### src/rtl/text_console_ctrl.sv
`default_nettype none
// ============================================================================
// Module   : text_console_ctrl
// Brief    : Drives the tile screen buffer write port from an ASCII byte
//            stream, tracking a cursor and blanking the screen on reset/FF.
//            Optional macro LINE_CLEAR_EN blanks each newly entered row.
// Revision : 1.0
// ============================================================================
module text_console_ctrl #(
    parameter int H_TILES        = 175,
    parameter int V_TILES        = 65,
    parameter int ADDR_COL_WIDTH = 8,
    parameter int ADDR_ROW_WIDTH = 7,
    parameter int DATA_WIDTH     = 7,
    parameter int BLANK_CHAR     = 0
) (
    input  logic                      clk_i,
    input  logic                      rst_i,
    input  logic                      char_valid_i,
    input  logic [7:0]                char_i,
    output logic                      char_ready_o,
    output logic                      wr_en_o,
    output logic [ADDR_COL_WIDTH-1:0] col_w_o,
    output logic [ADDR_ROW_WIDTH-1:0] row_w_o,
    output logic [DATA_WIDTH-1:0]     din_o,
    output logic [ADDR_COL_WIDTH-1:0] cur_col_o,
    output logic [ADDR_ROW_WIDTH-1:0] cur_row_o,
    output logic                      busy_o
);

    localparam logic [1:0] ST_CLEAR = 2'd0;
    localparam logic [1:0] ST_IDLE  = 2'd1;
`ifdef LINE_CLEAR_EN
    localparam logic [1:0] ST_LCLR  = 2'd2;
`endif

    localparam logic [ADDR_COL_WIDTH-1:0] COL_LAST = ADDR_COL_WIDTH'(H_TILES - 1);
    localparam logic [ADDR_COL_WIDTH-1:0] COL_ONE  = ADDR_COL_WIDTH'(1);
    localparam logic [ADDR_ROW_WIDTH-1:0] ROW_LAST = ADDR_ROW_WIDTH'(V_TILES - 1);
    localparam logic [ADDR_ROW_WIDTH-1:0] ROW_ONE  = ADDR_ROW_WIDTH'(1);
    localparam logic [DATA_WIDTH-1:0]     BLANK    = DATA_WIDTH'(BLANK_CHAR);

    localparam logic [7:0] CH_BS = 8'h08;
    localparam logic [7:0] CH_LF = 8'h0A;
    localparam logic [7:0] CH_FF = 8'h0C;
    localparam logic [7:0] CH_CR = 8'h0D;

    logic [1:0]                state, state_nxt;
    logic [ADDR_COL_WIDTH-1:0] sweep_col, sweep_col_nxt;
    logic [ADDR_ROW_WIDTH-1:0] sweep_row, sweep_row_nxt;
    logic [ADDR_COL_WIDTH-1:0] cur_col_nxt;
    logic [ADDR_ROW_WIDTH-1:0] cur_row_nxt;
    logic                      wr_en_nxt;
    logic [ADDR_COL_WIDTH-1:0] col_w_nxt;
    logic [ADDR_ROW_WIDTH-1:0] row_w_nxt;
    logic [DATA_WIDTH-1:0]     din_nxt;
    logic                      printable;
    logic [ADDR_ROW_WIDTH-1:0] row_adv;

    assign printable = (char_i >= 8'h20) && (char_i <= 8'h7E);
    assign row_adv   = (cur_row_o == ROW_LAST) ? '0 : cur_row_o + ROW_ONE;

    always_ff @(posedge clk_i or posedge rst_i) begin
        if (rst_i) begin
            state     <= ST_CLEAR;
            sweep_col <= '0;
            sweep_row <= '0;
            cur_col_o <= '0;
            cur_row_o <= '0;
            wr_en_o   <= 1'b0;
            col_w_o   <= '0;
            row_w_o   <= '0;
            din_o     <= '0;
        end else begin
            state     <= state_nxt;
            sweep_col <= sweep_col_nxt;
            sweep_row <= sweep_row_nxt;
            cur_col_o <= cur_col_nxt;
            cur_row_o <= cur_row_nxt;
            wr_en_o   <= wr_en_nxt;
            col_w_o   <= col_w_nxt;
            row_w_o   <= row_w_nxt;
            din_o     <= din_nxt;
        end
    end

    always_comb begin
        state_nxt     = state;
        sweep_col_nxt = sweep_col;
        sweep_row_nxt = sweep_row;
        cur_col_nxt   = cur_col_o;
        cur_row_nxt   = cur_row_o;
        wr_en_nxt     = 1'b0;
        col_w_nxt     = col_w_o;
        row_w_nxt     = row_w_o;
        din_nxt       = din_o;
        case (state)
            ST_CLEAR: begin
                wr_en_nxt = 1'b1;
                col_w_nxt = sweep_col;
                row_w_nxt = sweep_row;
                din_nxt   = BLANK;
                if (sweep_col == COL_LAST) begin
                    sweep_col_nxt = '0;
                    if (sweep_row == ROW_LAST) begin
                        sweep_row_nxt = '0;
                        state_nxt     = ST_IDLE;
                    end else begin
                        sweep_row_nxt = sweep_row + ROW_ONE;
                    end
                end else begin
                    sweep_col_nxt = sweep_col + COL_ONE;
                end
            end
            ST_IDLE: begin
                if (char_valid_i) begin
                    if (printable) begin
                        wr_en_nxt = 1'b1;
                        col_w_nxt = cur_col_o;
                        row_w_nxt = cur_row_o;
                        din_nxt   = char_i[DATA_WIDTH-1:0];
                        if (cur_col_o == COL_LAST) begin
                            cur_col_nxt = '0;
                            cur_row_nxt = row_adv;
`ifdef LINE_CLEAR_EN
                            state_nxt     = ST_LCLR;
                            sweep_col_nxt = '0;
                            sweep_row_nxt = row_adv;
`endif
                        end else begin
                            cur_col_nxt = cur_col_o + COL_ONE;
                        end
                    end else if (char_i == CH_CR) begin
                        cur_col_nxt = '0;
                    end else if (char_i == CH_LF) begin
                        cur_row_nxt = row_adv;
`ifdef LINE_CLEAR_EN
                        state_nxt     = ST_LCLR;
                        sweep_col_nxt = '0;
                        sweep_row_nxt = row_adv;
`endif
                    end else if (char_i == CH_BS) begin
                        // Backspace at column 0 is a no-op: no reverse line wrap.
                        if (cur_col_o != '0) begin
                            cur_col_nxt = cur_col_o - COL_ONE;
                            wr_en_nxt   = 1'b1;
                            col_w_nxt   = cur_col_o - COL_ONE;
                            row_w_nxt   = cur_row_o;
                            din_nxt     = BLANK;
                        end
                    end else if (char_i == CH_FF) begin
                        cur_col_nxt   = '0;
                        cur_row_nxt   = '0;
                        sweep_col_nxt = '0;
                        sweep_row_nxt = '0;
                        state_nxt     = ST_CLEAR;
                    end
                end
            end
`ifdef LINE_CLEAR_EN
            ST_LCLR: begin
                wr_en_nxt = 1'b1;
                col_w_nxt = sweep_col;
                row_w_nxt = sweep_row;
                din_nxt   = BLANK;
                if (sweep_col == COL_LAST) begin
                    sweep_col_nxt = '0;
                    state_nxt     = ST_IDLE;
                end else begin
                    sweep_col_nxt = sweep_col + COL_ONE;
                end
            end
`endif
            default: begin
                state_nxt     = ST_CLEAR;
                sweep_col_nxt = '0;
                sweep_row_nxt = '0;
            end
        endcase
    end

    always_comb begin
        char_ready_o = (state == ST_IDLE);
        busy_o       = (state != ST_IDLE);
    end

endmodule
`default_nettype wire

### config.mk
export PLATFORM = sky130hd
export DESIGN_NAME = text_console_ctrl
export DESIGN_NICKNAME = d
export VERILOG_FILES = /design/src/rtl/text_console_ctrl.sv
export SDC_FILE = /design/constraint.sdc
export NUM_CORES = 1
export LEC_CHECK = 0
export BUFFER_PORTS_ARGS = -buffer_cell sky130_fd_sc_hd__buf_2
export CORE_ASPECT_RATIO = 2
export CORE_MARGIN = 5
export CORE_UTILIZATION = 50
export CTS_BUF_LIST = sky130_fd_sc_hd__clkbuf_8
export DETAILED_ROUTE_END_ITERATION = 8
export HOLD_SLACK_MARGIN = 0.02
export MAX_ROUTING_LAYER = met4
export PLACE_DENSITY_LB_ADDON = 0.05
export SETUP_SLACK_MARGIN = 0.4
export SYNTH_ARGS = -nofsm -noshare
export SYNTH_HDL_FRONTEND = slang
export SYNTH_SLANG_ARGS = --single-unit
### constraint.sdc
create_clock -name clk_i -period 2.3 [get_ports clk_i]
set_input_delay 0.46 -clock clk_i [delete_from_list [all_inputs] [get_ports clk_i]]
set_output_delay 0.46 -clock clk_i [all_outputs]
set_load 0.05 [all_outputs]
==> results of run 1 <==
==> stage by stage <==
step | TNS (ns) | cell area (um2)
after global placement | -0.2868 | 3961
after global routing | 0 | 4533
after CTS | 0 | 4303
final | 0 | 4533
after floorplan | -0.04414 | 3386
after detailed placement | -0.8084 | 3961
==> final cells by class <==
type	count	area share [%]
Sequential cell	54	29.92
Multi-Input combinational cell	267	45.96
Tap cell	88	2.429
Clock buffer	5	1.518
Timing Repair Buffer	113	18.38
Inverter	15	1.380
Clock inverter	3	0.4140
==> state kept, by name (all words and copies together), names as in the netlist <==
register / count
col_w_o: 8
cur_col_o: 8
cur_row_o: 7
din_o: 7
row_w_o: 7
state: 1
sweep_col: 8
sweep_row: 7
wr_en_o: 1
==> per-layer routing <==
| metal | routed length (um) | GRT usage [%] | part of all wire [%] | vias to the layer above |
|---|---|---|---|---|
| met5 | 0 | - | 0 | - |
| met4 | 269 | 10.29 | 2.7 | 0 |
| met3 | 588 | 3.339 | 5.8 | 22 |
| met2 | 5349 | 40.60 | 53 | 141 |
| met1 | 3878 | 29.70 | 38 | 1666 |
| li1 | - | - | - | 1569 |
==> cells in the mapped netlist, types with 2 or more instances <==
master and n:
o21ai_0 19, nor3_1 18, clkbuf_1 21, a22o_1 8
ha_1 10, xor2_1 8, nor3b_1 2, o211ai_1 2
buf_2 2, and4b_1 2, o311a_1 4, a22oi_1 4
nand4_1 4, a21o_1 2, nand4bb_1 2, a221o_1 4
a311o_1 2, or3_1 3, o2111ai_1 3, a2111oi_0 2
nand2_1 24, o32ai_1 4, nand3b_1 2, a211oi_1 9
o41ai_1 6, nor4_1 3, dfrtp_1 54, nand2b_1 5
inv_1 14, xnor2_1 2, nor2_1 36, o31ai_1 8
mux2i_1 3, o22ai_1 3, or4_1 3, nand3_1 12
and3_1 3, a31oi_1 9, a21oi_1 11, nand4b_1 2
==> path summary, 6_finish.rpt <==
kind / slack [ns] / from / cells past startpoint / endpoint
max: 0.25 / char_i[0] / 7 / col_w_o[5]$_DFFE_PP0P_
min reg2reg: 0.51 / din_o[2]$_DFFE_PP0P_ / 1 / din_o[2]$_DFFE_PP0P_
max in group asynchronous: 1.61 / rst_i / 3 / cur_col_o[1]$_DFFE_PP0P_
max reg2reg: 0.35 / cur_col_o[0]$_DFFE_PP0P_ / 7 / cur_row_o[6]$_DFFE_PP0P_
min: 0.12 / rst_i / 2 / cur_row_o[0]$_DFFE_PP0P_
min in group clk_i: 0.49 / char_i[5] / 3 / din_o[5]$_DFFE_PP0P_
==> power groups by stage <==
| stage | Sequential (mW) | Clock, mW | Combinational, mW |
|---|---|---|---|
| 3_5_place_dp | 1.28 | 0 | 1.17 |
| 6_report | 1.25 | 0.541 | 1.41 |
| 5_1_grt | 1.28 | 0.591 | 1.50 |
| 2_1_floorplan | 1.61 | 0 | 0.504 |
| 4_1_cts | 1.25 | 0.553 | 1.28 |
| 3_3_place_gp | 1.27 | 0 | 1.16 |
==> critical path, stage by stage <==
cell     delay [ns]
buf_6          0.09
or4b_4         0.55
or3_4          0.38
buf_12         0.16
o311a_1        0.34
nor3_2         0.17
a221o_1        0.15
==> cells in the final DEF, fill, tap and decap left out, types with 3 or more instances in the layout <==
| master | instances |
|---|---|
| inv_1 | 12 |
| ha_1 | 7 |
| buf_12 | 6 |
| o31ai_1 | 7 |
| buf_2 | 48 |
| a22oi_1 | 4 |
| a21oi_1 | 4 |
| a31oi_1 | 8 |
| nor3_1 | 11 |
| nand2_1 | 23 |
| nor3_2 | 7 |
| dfrtp_2 | 4 |
| nand3_1 | 11 |
| a22o_1 | 8 |
| o22ai_1 | 3 |
| a221o_1 | 4 |
| a21oi_2 | 6 |
| nand4_1 | 4 |
| o21ai_1 | 6 |
| buf_4 | 50 |
| mux2i_1 | 3 |
| dfrtp_1 | 50 |
| o21ai_0 | 12 |
| o41ai_1 | 5 |
| buf_6 | 8 |
| nand2b_1 | 5 |
| clkbuf_8 | 5 |
| o32ai_1 | 4 |
| nor2_1 | 33 |
| o311a_1 | 4 |
| and3_1 | 3 |
| a211oi_2 | 6 |
| xor2_1 | 8 |
==> cells by family (layout without fill, tap and decap cells) <==
logic type	Yosys count	in the layout	share of synthesized area (%)
adders and majority gates	10	10	3.794
xor gates and xnor gates	10	10	2.656
and+or+nand+nor	128	128	20.37
buffers and inverters	39	136	4.742
AOI/OAI and AO/OA	116	116	26.56
DFF	54	54	40.97
muxes	3	3	0.9105
==> what timing repair did <==
action	4_1_cts	5_1_grt
endpoints found under the setup margin	37	45
buffers inserted	10	14
hold endpoints to repair	0	0
gates cloned	1	0
pin swaps	16	10
resized for setup	39	26
==> out/metrics.json, run 1 <==
{
  "status": "completed",
  "fin_crit_sh_pct": 89.09,
  "ff_latch_area_um2": 1356,
  "pwr-share-comb_pct": 44.0,
  "buffers_on_ports": 50,
  "swShare_pct": 43.08,
  "netlist.area_leader.share_pct": 40.97,
  "floorplan.die_area_um2": 8419,
  "ios": 51,
  "layout.core_utilization_pct": 69.57,
  "relSlewSlack_pct": 68.78,
  "worst-path-max-fanout": 10,
  "detail_route.iter0.violations": 203,
  "die_height_um": 124.9,
  "clock_latency_on_the_worst_skew_pair_ns": 0.33,
  "core.rowCount": 42,
  "worst_slack_ns": 0.2509,
  "multiInputGateArea_um2": 2083,
  "postSynthAreaPerCell_um2": 9.162,
  "avgViaCountPerCell": 6.235,
  "internal_power_mw": 1.823,
  "clkTransAtPathRegs_ns": 0.10,
  "nets": 477,
  "fillCellCount": 520,
  "seq_power_share_pct": 39.1,
  "number_of_antenna_violations_at_the_first_check_in_global_routing": 0,
  "fin_hold_ws_ns": 0.1229,
  "slew_violations": 0,
  "net-switching-power_mw": 1.379,
  "global_placement_routability_congestion": 0.8841,
  "synth_edf_count": 0,
  "totalPowerFinal_mw": 3.202,
  "placed_cells": 512,
  "antenna_cells": 0,
  "ctsHoldBuffers": 0,
  "final.setup_skew_ns": 0.01227,
  "hold_path_class": "in2async",
  "post_synth_num_cell_types": 65,
  "cellLeakagePower_nw": 1.994,
  "drive_gt1_share_pct": 40.04,
  "avgRoutedWirePerCell_um": 18.50,
  "worst_setup_path_end_kind": "flip-flop",
  "startpoint_type": "input port",
  "floorplan.core_area_um2": 6516,
  "setup_viol": 0,
  "maximum_number_of_buffers_from_clock_root_to_sink": 2,
  "grt_remaining_overflow": 0,
  "grt_pass1_wl_um": 15810,
  "globalRouteTotalUtil_pct": 24.76,
  "drtAntennaViolNets": 0,
  "routed_wirelength_um": 10090,
  "timing_hold_violations_final": 0,
  "yosysWarnings": 0,
  "clock_tree.htree_level_count": 2,
  "drv_cap": 0,
  "dp_hpwl_um": 6871,
  "num_vias": 3398,
  "effective_utilization_at_floorplan_pct": 50.61,
  "layout-area-overhead-vs-synth_pct": 37.44,
  "pwr-share-clk_pct": 16.9,
  "cts_made_buffers": 5,
  "numClockSinks": 54,
  "cts_tree": "done",
  "worst_pin_slew_ns": 0.4666,
  "synth.ff_latch_count": 54,
  "syn-instance-count": 360,
  "max_freq_mhz": 488.0,
  "grt_start_max_net_pins": 35,
  "synth_seq_area_share_pct": 40.97,
  "path_type_of_the_worst_setup_path": "in2reg",
  "synth_flop_cell": "dfrtp_1",
  "post_layout_nonfiller_instances": 545,
  "remaining_drc_errors": 0,
  "detailedPlace.worstSlack_ns": -0.1012,
  "finalWorstPathRequiredPeriod_ns": 2.049,
  "die_width_um": 67.43,
  "number_of_global_route_vias_before_repair": 3286,
  "async_reset_ff_share_pct": 100.0,
  "syn_area_um2": 3298,
  "power_per_cell_area_nw_per_um2": 706.3,
  "cts-root-buf": "clkbuf_8",
  "detailed_routing_iteration_count_for_the_pre_antenna_repair_pass": 4,
  "synth_nets": 381,
  "cp.arrival_ns": 2.31,
  "required_ns": 2.56,
  "unrepaired_setup_endpoints_after_global_routing": "true",
  "post_synth_main_area_contributors": "dfrtp_1 41%, nor2_1 4.1%, ha_1 3.8%",
  "yosysTopAreaCell": "dfrtp_1",
  "ir_worst_vdd_mv": 0.5942
}
Power figures use the tool's default switching activity.
==> run 2, diff against run 1 <==
Settings changed: CAP_MARGIN from default to 0, CELL_PAD_IN_SITES_DETAIL_PLACEMENT from default to 0, CELL_PAD_IN_SITES_GLOBAL_PLACEMENT from default to 2, CORE_UTILIZATION 50 to 33.
==> out/metrics.json, run 2 (synthesis results as in run 1) <==
{
  "ios": {"value": 51, "change": "unchanged"},
  "unrepaired_setup_endpoints_after_global_routing": "true",
  "drv_cap": {"value": 0, "change": "unchanged"},
  "remaining_drc_errors": {"value": 0, "change": "unchanged"},
  "grt_start_max_net_pins": {"value": 55, "change": "+57%"},
  "die_width": {"value": 80.69, "unit": "um", "change": "+20%"},
  "detailed_routing_iteration_count_for_the_pre_antenna_repair_pass": {"value": 4, "change": "unchanged"},
  "startpoint_type": "input port",
  "internal_power": {"value": 1.981, "unit": "mW", "change": "+8.7%"},
  "drtAntennaViolNets": {"value": 0, "change": "unchanged"},
  "clkTransAtPathRegs": {"value": 0.11, "unit": "ns", "change": "about the same"},
  "final.setup_skew": {"value": 0.008271, "unit": "ns", "change": "-0.004000 ns"},
  "layout.core_utilization": {"value": 48.89, "unit": "%", "change": "-21 points"},
  "core.rowCount": {"value": 51, "change": "+21%"},
  "cellLeakagePower": {"value": 2.078, "unit": "nW", "change": "+4.2%"},
  "required": {"value": 2.51, "unit": "ns", "change": "-0.05 ns"},
  "floorplan.core_area": {"value": 9763, "unit": "um2", "change": "+50%"},
  "layout_commonest_cell": "buf_4",
  "routed_wirelength": {"value": 11840, "unit": "um", "change": "+17%"},
  "worst-path-max-fanout": {"value": 8, "change": "-2"},
  "antenna_cells": {"value": 0, "change": "unchanged"},
  "number_of_antenna_violations_at_the_first_check_in_global_routing": {"value": 0, "change": "unchanged"},
  "num_vias": {"value": 3336, "change": "-1.8%"},
  "die_height": {"value": 151.4, "unit": "um", "change": "+21%"},
  "dp_hpwl": {"value": 8790, "unit": "um", "change": "+28%"},
  "biggestRegsByFlops": "col_w_o (8), cur_col_o (8), sweep_col (8)",
  "layout.cell_area.non_filler": {"value": 4773, "unit": "um2", "change": "+5.3%"},
  "cp.arrival": {"value": 2.23, "unit": "ns", "change": "-0.08 ns"},
  "pwr-share-clk": {"value": 20.3, "unit": "%", "change": "+3.4 points"},
  "placed_cells": {"value": 575, "change": "+12%"},
  "clock_tree.htree_level_count": {"value": 2, "change": "unchanged"},
  "globalRouteTotalUtil": {"value": 20.69, "unit": "%", "change": "-4.1 points"},
  "relSlewSlack": {"value": 66.18, "unit": "%", "change": "-2.6 points"},
  "number_of_global_route_vias_before_repair": {"value": 3449, "change": "+5.0%"},
  "worstPathCellList": "buf_6 > or4b_4 > or3_4 > o21ai_4 > a21oi_4 > buf_12 > a22o_1",
  "power_per_cell_area": {"value": 718.0, "unit": "nW/um2", "change": "+1.7%"},
  "slew_violations": {"value": 0, "change": "unchanged"},
  "post_layout_nonfiller_instances": {"value": 604, "change": "+11%"},
  "detail_route.iter0.violations": {"value": 155, "change": "-24%"},
  "max_freq": {"value": 495.3, "unit": "MHz", "change": "+1.5%"},
  "global_placement_routability_congestion": {"value": 0.8123, "change": "-8.1%"},
  "timing.critical_path.buf_inv": {"value": 2, "change": "unchanged"},
  "status": "completed",
  "totalPowerFinal": {"value": 3.427, "unit": "mW", "change": "+7.0%"},
  "path_type_of_the_worst_setup_path": "in2reg",
  "ir_worst_vdd": {"value": 0.3868, "unit": "mV", "change": "-35%"},
  "buffers_on_ports": {"value": 50, "change": "unchanged"},
  "cts-root-buf": "clkbuf_8",
  "effective_utilization_at_floorplan": {"value": 33.78, "unit": "%", "change": "-17 points"},
  "maximum_number_of_buffers_from_clock_root_to_sink": {"value": 2, "change": "unchanged"},
  "numClockSinks": {"value": 54, "change": "unchanged"},
  "grt_remaining_overflow": {"value": 0, "change": "unchanged"},
  "drive_gt1_share": {"value": 43.22, "unit": "%", "change": "+3.2 points"},
  "layout.cells.most_common_list": "65 x buf_4, 48 x buf_2, 47 x dfrtp_1, 32 x nor2_1, 23 x nand2_1",
  "cts_tree": "done",
  "layout-area-overhead-vs-synth_pct": 44.73,
  "worst_setup_path_end_kind": "flip-flop",
  "avgRoutedWirePerCell": {"value": 19.61, "unit": "um", "change": "+6.0%"},
  "crit_family": "simple AND/OR/NAND/NOR gates",
  "hold_path_class": "in2async",
  "nets": {"value": 492, "change": "+3.1%"},
  "avgViaCountPerCell": {"value": 5.523, "change": "-11%"},
  "cpMaxStageDelayCell": "or4b_4",
  "setup_viol": {"value": 0, "change": "unchanged"},
  "fin_crit_sh": {"value": 87.78, "unit": "%", "change": "-1.3 points"},
  "pwr-share-comb": {"value": 42.5, "unit": "%", "change": "-1.5 points"},
  "timing_hold_violations_final": {"value": 0, "change": "unchanged"},
  "seq_power_share": {"value": 37.1, "unit": "%", "change": "-2.0 points"},
  "net-switching-power": {"value": 1.446, "unit": "mW", "change": "+4.8%"},
  "cts_made_buffers": {"value": 5, "change": "unchanged"},
  "post_dp_cell_area": {"value": 4134, "unit": "um2", "change": "+4.4%"},
  "clock_latency_on_the_worst_skew_pair": {"value": 0.32, "unit": "ns", "change": "about the same"},
  "worst_pin_slew": {"value": 0.5054, "unit": "ns", "change": "+0.03879 ns"},
  "finalWorstPathRequiredPeriod": {"value": 2.019, "unit": "ns", "change": "-0.03025 ns"},
  "grt_pass1_wl": {"value": 18660, "unit": "um", "change": "+18%"},
  "critPathMaxStageDelay": {"value": 0.56, "unit": "ns", "change": "about the same"},
  "floorplan.die_area": {"value": 12210, "unit": "um2", "change": "+45%"},
  "swShare": {"value": 42.19, "unit": "%", "change": "-0.89 points"}
}
## run 2: changes by cell type in the layout (fill, tap and decap cells not counted), moves of 2 or more
cell,delta
buf_4,+15
a21oi_4,+4
buf_12,-4
a21oi_2,-3
dfrtp_1,-3
dfrtp_2,+3
o21ai_0,+3
and4b_1,+2
and4b_2,-2
buf_6,+2
clkinvlp_4,-2
o21ai_2,-2
## run 2: layout make-up
cell class	instances	area [um2]
well taps	132	165.2
flip-flops and latches	54	1360
clock inverters	2	33.78
multi-input cells	268	2168
repair buffers	127	900.9
inverters	15	62.56
fillers	972	4990
clock buffers	6	82.58
## run 2: path summary, 6_finish.rpt
check	start	end	slack, ns	depth (start not counted)
hold reg to reg	din_o[6]$_DFFE_PP0P_	din_o[6]$_DFFE_PP0P_	0.51	1
min in group clk_i	char_i[6]	din_o[6]$_DFFE_PP0P_	0.43	2
setup reg to reg	cur_col_o[1]$_DFFE_PP0P_	cur_row_o[6]$_DFFE_PP0P_	0.33	7
hold / removal	rst_i	din_o[0]$_DFFE_PP0P_	0.17	3
max in group asynchronous	rst_i	cur_col_o[5]$_DFFE_PP0P_	1.84	3
setup / recovery	char_i[0]	din_o[4]$_DFFE_PP0P_	0.28	7
## run 2: metrics by stage
stage                      TNS, ns  hold slack (ns)  setup slack [ns]
final                            0           0.1730            0.2812
after global routing             0           0.2016            0.2373
after floorplan           -0.04414           0.5062          -0.04414
after detailed placement    -1.254           0.4860           -0.1487
after global placement     -0.8175           0.4803           -0.1100
after CTS                        0           0.1845            0.2903
## run 2: repair_timing
| item | in CTS | in global routing |
|---|---|---|
| gates resized for setup | 35 | 45 |
| pin swaps | 14 | 23 |
| endpoints found under the setup margin | 38 | 44 |
| cloned | 1 | 0 |
| hold buffers | 0 | 0 |
| buffers inserted | 10 | 10 |
## run 2: power groups by stage
stage                     Combinational, mW  Clock (mW)  Sequential, mW
after floorplan                       0.504           0            1.61
after global placement                 1.26           0            1.29
after detailed placement               1.27           0            1.29
after CTS                              1.39       0.724            1.27
after global routing                   1.57       0.740            1.30
final                                  1.46       0.697            1.27
## run 2: tightest hold or removal path, stage by stage
cell and delay, ns:
buf_2 0.10, inv_2 0.06, buf_12 0.28
## run 2: routing by layer
layer	share of wire [%]	vias to the layer above	global-route usage (%)	wire length [um]
met5	0	-	-	0
met4	2.6	0	8.122	311
met3	1.6	17	1.786	192
met2	57	52	37.87	6791
met1	38	1672	22.65	4548
li1	-	1595	-	-
==> run 3, diff against run 2 <==
Settings changed: RECOVER_POWER from default to 100.
==> out/metrics.json, run 3 (synthesis results as in run 1) <==
{
  "cts_tree": "done",
  "net-switching-power": {"value": 1.438, "unit": "mW", "change": "-0.55%"},
  "worst_setup_path_end_kind": "flip-flop",
  "number_of_antenna_violations_at_the_first_check_in_global_routing": {"value": 0, "change": "unchanged"},
  "biggestRegsByFlops": "col_w_o (8), cur_col_o (8), sweep_col (8)",
  "effective_utilization_at_floorplan": {"value": 33.78, "unit": "%", "change": "unchanged"},
  "die_height": {"value": 151.4, "unit": "um", "change": "unchanged"},
  "ios": {"value": 51, "change": "unchanged"},
  "layout-area-overhead-vs-synth_pct": 39.45,
  "drtAntennaViolNets": {"value": 0, "change": "unchanged"},
  "globalRouteTotalUtil": {"value": 20.69, "unit": "%", "change": "unchanged"},
  "grt_remaining_overflow": {"value": 0, "change": "unchanged"},
  "r2r_end": "cur_col_o[6]$_DFFE_PP0P_",
  "setup_viol": {"value": 0, "change": "unchanged"},
  "avgViaCountPerCell": {"value": 5.505, "change": "-0.33%"},
  "post_dp_cell_area": {"value": 4134, "unit": "um2", "change": "unchanged"},
  "hold_path_endpoint": "din_o[6]$_DFFE_PP0P_",
  "drv_cap": {"value": 0, "change": "unchanged"},
  "number_of_global_route_vias_before_repair": {"value": 3449, "change": "unchanged"},
  "fillCellCount": {"value": 1014, "change": "+4.3%"},
  "holdPathStages": 2,
  "core.rowCount": {"value": 51, "change": "unchanged"},
  "ff_latch_area": {"value": 1358, "unit": "um2", "change": "-0.18%"},
  "path_type_of_the_worst_setup_path": "in2reg",
  "relSlewSlack": {"value": 4.787, "unit": "%", "change": "-61 points"},
  "post_layout_nonfiller_instances": {"value": 604, "change": "unchanged"},
  "drive_gt1_share": {"value": 30.51, "unit": "%", "change": "-13 points"},
  "routed_wirelength": {"value": 11860, "unit": "um", "change": "+0.13%"},
  "detailedPlace.worstSlack": {"value": -0.1487, "unit": "ns", "change": "unchanged"},
  "swShare": {"value": 42.87, "unit": "%", "change": "+0.68 points"},
  "die_width": {"value": 80.69, "unit": "um", "change": "unchanged"},
  "buffers_on_ports": {"value": 50, "change": "unchanged"},
  "setup.reg_to_reg.worst_slack": {"value": 0.23, "unit": "ns", "change": "-0.10 ns"},
  "power_per_cell_area": {"value": 729.2, "unit": "nW/um2", "change": "+1.6%"},
  "remaining_drc_errors": {"value": 0, "change": "unchanged"},
  "grt_start_max_net_pins": {"value": 55, "change": "unchanged"},
  "clock_latency_on_the_worst_skew_pair": {"value": 0.32, "unit": "ns", "change": "about the same"},
  "max_freq": {"value": 481.6, "unit": "MHz", "change": "-2.8%"},
  "cp.arrival": {"value": 2.29, "unit": "ns", "change": "+0.06 ns"},
  "slew_violations": {"value": 0, "change": "unchanged"},
  "totalPowerFinal": {"value": 3.354, "unit": "mW", "change": "-2.1%"},
  "placed_cells": {"value": 575, "change": "unchanged"},
  "worst-path-max-fanout": {"value": 8, "change": "unchanged"},
  "finalWorstPathRequiredPeriod": {"value": 2.076, "unit": "ns", "change": "+0.05752 ns"},
  "ir_worst_vdd": {"value": 0.3858, "unit": "mV", "change": "-0.27%"},
  "grt_pass1_wl": {"value": 18660, "unit": "um", "change": "unchanged"},
  "pwr-share-comb": {"value": 41.3, "unit": "%", "change": "-1.2 points"},
  "avgRoutedWirePerCell": {"value": 19.63, "unit": "um", "change": "+0.13%"},
  "multiInputGateArea": {"value": 2108, "unit": "um2", "change": "-2.8%"},
  "crit-reg2reg-launch": "cur_col_o[1]$_DFFE_PP0P_",
  "timing_hold_violations_final": {"value": 0, "change": "unchanged"},
  "layout.cell_area.non_filler": {"value": 4599, "unit": "um2", "change": "-3.6%"},
  "dp_hpwl": {"value": 8790, "unit": "um", "change": "unchanged"},
  "floorplan.core_area": {"value": 9763, "unit": "um2", "change": "unchanged"},
  "detailed_routing_iteration_count_for_the_pre_antenna_repair_pass": {"value": 4, "change": "unchanged"},
  "pwr-share-clk": {"value": 20.8, "unit": "%", "change": "+0.5 points"},
  "startpoint_type": "input port",
  "cts-root-buf": "clkbuf_8",
  "final.setup_skew": {"value": 0.008332, "unit": "ns", "change": "+0.00006098 ns"},
  "rr_worst_depth": {"value": 7, "change": "unchanged"},
  "detail_route.iter0.violations": {"value": 125, "change": "-19%"},
  "seq_power_share": {"value": 37.9, "unit": "%", "change": "+0.8 points"},
  "min_from": "char_i[6]",
  "nets": {"value": 492, "change": "unchanged"},
  "clock_tree.htree_level_count": {"value": 2, "change": "unchanged"},
  "worst_slack": {"value": 0.2236, "unit": "ns", "change": "-0.05752 ns"},
  "cts_made_buffers": {"value": 5, "change": "unchanged"},
  "numClockSinks": {"value": 54, "change": "unchanged"},
  "clkTransAtPathRegs": {"value": 0.11, "unit": "ns", "change": "about the same"},
  "status": "completed",
  "cellLeakagePower": {"value": 1.891, "unit": "nW", "change": "-9.0%"},
  "global_placement_routability_congestion": {"value": 0.8123, "change": "unchanged"},
  "worst_pin_slew": {"value": 1.428, "unit": "ns", "change": "+0.9228 ns"},
  "num_vias": {"value": 3325, "change": "-0.33%"},
  "layout_commonest_cell": "buf_4",
  "required": {"value": 2.52, "unit": "ns", "change": "about the same"},
  "fin_crit_sh": {"value": 90.28, "unit": "%", "change": "+2.5 points"},
  "antenna_cells": {"value": 0, "change": "unchanged"},
  "hold_path_class": "in2reg",
  "layout.cells.most_common_list": "58 x buf_4, 49 x dfrtp_1, 48 x clkbuf_1, 32 x nor2_1, 23 x nand2_1",
  "maximum_number_of_buffers_from_clock_root_to_sink": {"value": 2, "change": "unchanged"},
  "ctsHoldBuffers": {"value": 0, "change": "unchanged"},
  "internal_power": {"value": 1.916, "unit": "mW", "change": "-3.3%"},
  "unrepaired_setup_endpoints_after_global_routing": "true",
  "floorplan.die_area": {"value": 12210, "unit": "um2", "change": "unchanged"}
}
==> run 3: changes by cell type in the layout (fill, tap and decap cells not counted), moves of 3 or more <==
| cell | previous run | this run |
|---|---|---|
| clkbuf_1 | 0 | 48 |
| buf_2 | 48 | 9 |
| buf_6 | 10 | 7 |
| buf_4 | 65 | 58 |
==> run 3: what timing repair did <==
action	4_1_cts	5_1_grt
pin swaps	14	23
endpoints found under the setup margin	38	44
cloned	1	0
buffers inserted	10	10
gates resized for setup	35	45
==> run 3: power by group through the flow <==
| stage | Combinational, mW | Sequential [mW] | Clock (mW) |
|---|---|---|---|
| floorplan | 0.504 | 1.61 | 0 |
| global placement | 1.26 | 1.29 | 0 |
| detailed placement | 1.27 | 1.29 | 0 |
| CTS | 1.39 | 1.27 | 0.724 |
| global route | 1.49 | 1.29 | 0.740 |
| finish | 1.38 | 1.27 | 0.697 |
==> run 3: how the worst max path moves through the flow <==
| stage | startpoint | endpoint | slack, ns | cells past startpoint |
|---|---|---|---|---|
| finish | char_i[0] | din_o[2]$_DFFE_PP0P_ | 0.22 | 7 |
| global route | cur_col_o[1]$_DFFE_PP0P_ | cur_col_o[6]$_DFFE_PP0P_ | 0.12 | 7 |
| CTS | cur_col_o[0]$_DFFE_PP0P_ | cur_row_o[6]$_DFFE_PP0P_ | 0.29 | 7 |
| detailed placement | char_i[0] | col_w_o[5]$_DFFE_PP0P_ | -0.15 | 7 |
| global placement | char_i[0] | col_w_o[2]$_DFFE_PP0P_ | -0.11 | 7 |
| floorplan | char_i[0] | col_w_o[2]$_DFFE_PP0P_ | -0.04 | 7 |
==> run 3: layer usage <==
layer | vias up | GRT usage, % | wire length [um]
li1 | 1590 | - | -
met1 | 1667 | 22.65 | 4560
met2 | 51 | 37.87 | 6794
met3 | 17 | 1.786 | 188
met4 | 0 | 8.122 | 314
met5 | - | - | 0
==> run 3: final cells by class <==
class | count | area share (%)
clock buffers | 6 | 1.795
clock inverters | 2 | 0.7345
inverters | 15 | 1.360
multi-input cells | 268 | 45.84
flip-flops and latches | 54 | 29.52
well taps | 132 | 3.591
repair buffers | 127 | 17.17
==> run 3: worst max-delay path, cell delays in order <==
cell,delay [ns]
clkbuf_1,0.08
or4b_4,0.56
or3_1,0.41
o21ai_4,0.27
a21oi_2,0.17
buf_12,0.17
a22o_1,0.18
==> run 3: metrics by stage <==
stage / setup TNS, ns / hold slack, ns / utilization (%)
floorplan: -0.04414 / 0.5062 / -
global placement: -0.8175 / 0.4803 / 42.34
detailed placement: -1.254 / 0.4860 / 42.34
CTS: 0 / 0.1845 / 45.97
global route: 0 / 0.4399 / 47.11
finish: 0 / 0.4246 / 47.11
